--- config.mk ---
export PLATFORM = sky130hd
export DESIGN_NAME = edge_sync_bank
export DESIGN_NICKNAME = d
export VERILOG_FILES = /design/src/rtl/edge_sync_pkg.sv /design/src/rtl/edge_sync_ch.sv /design/src/rtl/edge_sync_bank.sv
export SDC_FILE = /design/constraint.sdc
export NUM_CORES = 1
export LEC_CHECK = 0
export ABC_AREA = 1
export BUFFER_PORTS_ARGS = -buffer_cell sky130_fd_sc_hd__buf_2
export CAP_MARGIN = 5
export CORE_MARGIN = 3
export CORE_UTILIZATION = 45
export CTS_BUF_LIST = sky130_fd_sc_hd__clkbuf_8
export CTS_CLUSTER_DIAMETER = 120
export DETAILED_ROUTE_END_ITERATION = 6
export HOLD_SLACK_MARGIN = 0.12
export PLACE_DENSITY_LB_ADDON = 0.15
export REMOVE_ABC_BUFFERS = 1
export SETUP_SLACK_MARGIN = 0.05
export SLEW_MARGIN = 25
export SYNTH_ARGS = -nofsm -noshare
export SYNTH_HDL_FRONTEND = slang
export SYNTH_SLANG_ARGS = --single-unit
export TNS_END_PERCENT = 5
--- constraint.sdc ---
create_clock -name clk -period 2.1 [get_ports clk]
set_clock_uncertainty 0.15 [all_clocks]
set_input_delay 0.42 -clock clk [delete_from_list [all_inputs] [get_ports clk]]
set_output_delay 0.42 -clock clk [all_outputs]
set_load 0.1 [all_outputs]
--- src/rtl/edge_sync_pkg.sv ---
// edge_sync_pkg: shared edge-mode encoding and synchroniser depth limits for edge_sync_bank
package edge_sync_pkg;

    typedef enum logic [1:0] {
        EDGE_NONE,
        EDGE_RISE,
        EDGE_FALL,
        EDGE_BOTH
    } edge_sel_e;

    localparam int SYNC_STAGES_MIN = 2;
    localparam int SYNC_STAGES_MAX = 4;

endpackage

--- src/rtl/edge_sync_ch.sv ---
// edge_sync_ch: one channel (sync chain, optional EDGE_FILT_EN glitch filter, level, pulse, pend, ovf)
module edge_sync_ch
    import edge_sync_pkg::*;
#(
    parameter int   SYNC_STAGES = 2,
    parameter int   FILT_CYC    = 4,
    parameter logic RST_VAL     = 1'b0
)(
    input  logic      clk,
    input  logic      rst_n,
    input  logic      data,
    input  edge_sel_e mode,
    input  logic      clr,
    output logic      level,
    output logic      pulse,
    output logic      pend,
    output logic      ovf
);

    if (FILT_CYC < 1 || FILT_CYC > 255) begin : g_bad_filt
        $error("edge_sync_ch: FILT_CYC out of range");
    end

    logic [SYNC_STAGES-1:0] chain;
    logic                   sync;
    logic                   acc;
    logic                   sel;

    assign sync = chain[SYNC_STAGES-1];

`ifdef EDGE_FILT_EN
    localparam int CW = $clog2(FILT_CYC + 1);
    logic [CW-1:0] cnt;

    assign acc = (sync != level) && (cnt == CW'(FILT_CYC - 1));

    // Count how long the synced value has disagreed with level; restart on agreement or acceptance
    always_ff @(posedge clk or negedge rst_n) begin
        if (!rst_n) cnt <= '0;
        else        cnt <= (sync == level || acc) ? '0 : cnt + 1'b1;
    end
`else
    assign acc = sync != level;
`endif

    assign sel = acc && (mode == EDGE_BOTH || mode == (sync ? EDGE_RISE : EDGE_FALL));

    // Synchroniser chain, accepted level and event flags; a new event beats a same-cycle clear
    always_ff @(posedge clk or negedge rst_n) begin
        if (!rst_n) begin
            chain <= {SYNC_STAGES{RST_VAL}};
            level <= RST_VAL;
            pulse <= 1'b0;
            pend  <= 1'b0;
            ovf   <= 1'b0;
        end else begin
            chain <= {chain[SYNC_STAGES-2:0], data};
            level <= acc ? sync : level;
            pulse <= sel;
            pend  <= sel | (pend & ~clr);
            ovf   <= clr ? 1'b0 : (ovf | (sel & pend));
        end
    end

endmodule

--- src/rtl/edge_sync_bank.sv ---
// edge_sync_bank: CH-channel input synchroniser and edge-event detector; EDGE_FILT_EN adds a glitch filter
module edge_sync_bank
    import edge_sync_pkg::*;
#(
    parameter int          CH          = 4,
    parameter int          SYNC_STAGES = 2,
    parameter int          FILT_CYC    = 4,
    parameter logic [CH-1:0] RST_VAL   = '0
)(
    input  logic            clk,
    input  logic            rst_n,
    input  logic [CH-1:0]   data_a,
    input  logic [2*CH-1:0] edge_sel,
    input  logic [CH-1:0]   clr,
    output logic [CH-1:0]   level_out,
    output logic [CH-1:0]   pulse_out,
    output logic [CH-1:0]   pend,
    output logic [CH-1:0]   ovf
);

    if (CH < 1 || CH > 32) begin : g_bad_ch
        $error("edge_sync_bank: CH out of range");
    end

    if (SYNC_STAGES < SYNC_STAGES_MIN || SYNC_STAGES > SYNC_STAGES_MAX) begin : g_bad_sync
        $error("edge_sync_bank: SYNC_STAGES out of range");
    end

    for (genvar i = 0; i < CH; i++) begin : g_ch
        edge_sync_ch #(
            .SYNC_STAGES(SYNC_STAGES),
            .FILT_CYC   (FILT_CYC),
            .RST_VAL    (RST_VAL[i])
        ) u_ch (
            .clk  (clk),
            .rst_n(rst_n),
            .data (data_a[i]),
            .mode (edge_sel_e'(edge_sel[2*i +: 2])),
            .clr  (clr[i]),
            .level(level_out[i]),
            .pulse(pulse_out[i]),
            .pend (pend[i]),
            .ovf  (ovf[i])
        );
    end

endmodule

==> impl_metrics.py <==
metrics = {
    "worst_hold_path": {
        "worst_hold_path_type": "flip-flop to flip-flop",
        "min_to": "g_ch[2].u_ch.chain[1]",
        "worstHoldStart": "g_ch[2].u_ch.chain[0]",
        "holdPathStages": 0,
    },
    "floorplanning": {
        "die_w_um": 52.5,
        "die_h_um": 52.5,
        "row_count": 16,
        "dieArea_um2": 2750,
        "io_pins": 34,
        "start_util_pct": 48.5,
        "core_um2": 2000,
    },
    "logic_synthesis": {
        "synthMuxAreaShare_pct": 0,
        "synth_compound_area_share_pct": 0,
        "synth.distinct_cells": 10,
        "postSynthAreaPerCell_um2": 10.6,
        "yosys_warnings": 0,
        "ys_ff_latch": 24,
        "netlist_instances": 92,
        "yosys.area_share.simple_pct": 18.0,
        "yosys.area_share.adder_pct": 0,
        "synth_area_leaders": "dfrtp_1, buf_4, inv_1",
        "yosysSeqAreaShare_pct": 61.9,
        "synth-xor-area-share_pct": 0,
        "synth_top_family_by_area": "buffers and inverters",
        "synth_top_cell_by_area": "dfrtp_1",
        "synth.top_cell.area_share_pct": 61.9,
        "netlist_area_um2": 971,
    },
    "cts": {
        "clock_sinks": 24,
        "postCtsSetupBuffers": 0,
        "postCtsResizedCells": 0,
        "cts_htree_levels": 1,
        "clkTransAtPathRegs_ns": 0.08,
        "cts_buffers": 3,
        "clockBufferDepth": 2,
        "clkLatencyLatePin_ns": 0.26,
        "clockRootBuffer": "clkbuf_8",
        "cts_tree": "built",
    },
    "layout": {
        "final_cell_mix": "buf_2, dfrtp_1, inv_1",
        "final_common_cell": "buf_2",
        "finalNetCount": 133,
        "syn_to_final_growth_pct": 19.1,
        "finalNonFillerCells": 141,
        "fin_area_um2": 1160,
        "layout-drive-gt1-share_pct": 39.5,
        "antenna_cells": 0,
    },
    "setup_path": {
        "crit_type": "flip-flop to output port",
        "path_buf_inv": 1,
        "cpPeakStageDelay_ns": 0.44,
        "critPathTopFamily": "buffers and inverters",
        "rr_worst_depth": 5,
        "reg2reg_from": "g_ch[1].u_ch.level",
        "worstPathRequired_ns": 1.53,
        "cp-start-kind": "flip-flop",
        "arrival_ns": 1.09,
        "critPathMaxFanout": 3,
        "crit_path_end_kind": "output port",
        "cpMaxStageDelayCell": "buf_2",
        "rrSetupSlack_ns": 1.15,
        "cp_cell_sequence": "buf_2",
        "rr_endpoint": "g_ch[1].u_ch.ovf",
    },
    "drt": {
        "ant_nets": 0,
        "drt_iter0_markers": 10,
        "dr.pass1.iters": 4,
        "via_per_inst": 4.13,
        "drc_errors": 0,
        "wl_um": 1280,
        "wl_per_cell_um": 9.08,
        "vias": 583,
    },
    "placement": {
        "dpl_cell_area_um2": 1030,
        "gp_congestion": 0.671,
        "hpwlAfterDp_um": 976,
        "preCtsSetupSlack_ns": 0.729,
        "io_buffers": 33,
        "dp_cells": 132,
    },
    "pwr": {
        "finalPower_mw": 1.15,
        "vdd_drop_max_mv": 0.741,
        "p_per_area_nw_per_um2": 995,
        "leakage_nw": 0.665,
    },
    "global_route": {
        "grt_pass1_vias": 512,
        "grt_start_max_net_pins": 25,
        "antenna_found_initial": 0,
        "grt_pass1_wl_um": 2040,
        "grt_overflow_total": 0,
        "track_usage_pct": 10.6,
    },
    "timing": {
        "setup_viol_count_final": 0,
        "slew_headroom_pct": 66.8,
        "hold_viol": 0,
        "fin_crit_sh_pct": 78.9,
        "worst_slew_pin_slew_ns": 0.499,
        "tns_ns": 0,
        "setup_ws_ns": 0.444,
        "period_needed_ns": 1.66,
        "maxSlewViolCount": 0,
        "max_freq_mhz": 604,
        "rsz0062_at_grt": "false",
    },
    "run": {
        "cap_viol_max_count": 0,
    },
    "outcome": {
        "status": "complete, no violations",
    },
}
-- cells in the mapped netlist (all sizes together) --
cell type	instances
nand3	8
nor2	4
nand2	16
nand3b	4
clkbuf	4
inv	16
dfrtp	24
buf	16
-- per-layer routing --
layer | up-vias | track usage, % | wire, um
met5 | - | 0 | 0
met1 | 263 | 11.5 | 567
met4 | 0 | 3.83 | 7
li1 | 296 | - | -
met2 | 22 | 17.8 | 590
met3 | 2 | 5.13 | 115
-- flip-flops by register name (all words and copies together) (netlist names) --
register	cells
g_ch.u_ch.chain	8
g_ch.u_ch.level	4
g_ch.u_ch.ovf	4
g_ch.u_ch.pend	4
g_ch.u_ch.pulse	4
-- layout make-up --
cell class / instances / area [um^2]
flip-flops and latches: 24 / 601
well taps: 27 / 33.8
clock inverters: 1 / 30.0
clock buffers: 3 / 41.3
multi-input cells: 32 / 175
inverters: 16 / 60.1
fillers: 179 / 846
repair buffers: 38 / 215
-- worst max-delay path by stage --
stage	startpoint	endpoint	cells past startpoint
finish	g_ch[1].u_ch.level	level_out[1]	1
global route	g_ch[2].u_ch.level	level_out[2]	1
floorplan	g_ch[0].u_ch.level	g_ch[0].u_ch.ovf	5
CTS	g_ch[2].u_ch.level	level_out[2]	1
global placement	g_ch[1].u_ch.level	level_out[1]	1
detailed placement	g_ch[2].u_ch.level	level_out[2]	1
-- power breakdown --
group	switching, mW	internal [mW]
logic	0.211	0.0465
registers	0.0144	0.492
clock network	0.133	0.254
total	0.358	0.793
-- logic make-up after synthesis --
group                  count (synthesis)
and+or+nand+nor                       32
DFF                                   24
buffers and inverters                 36
-- stage by stage --
step | utilization [%] | hold slack (ns)
2_1_floorplan | - | -0.0256
3_3_place_gp | 51.7 | 0.182
3_5_place_dp | 51.7 | 0.186
4_1_cts | 57.8 | 0.206
5_1_grt | 57.8 | 0.211
6_report | 57.8 | 0.203
-- what timing repair did --
item                                    in CTS  in global routing
endpoints found under the setup margin       0                  0
hold buffers                                 5                  0
hold endpoints to repair                    28                  0
(Power assumes the default switching activity.)
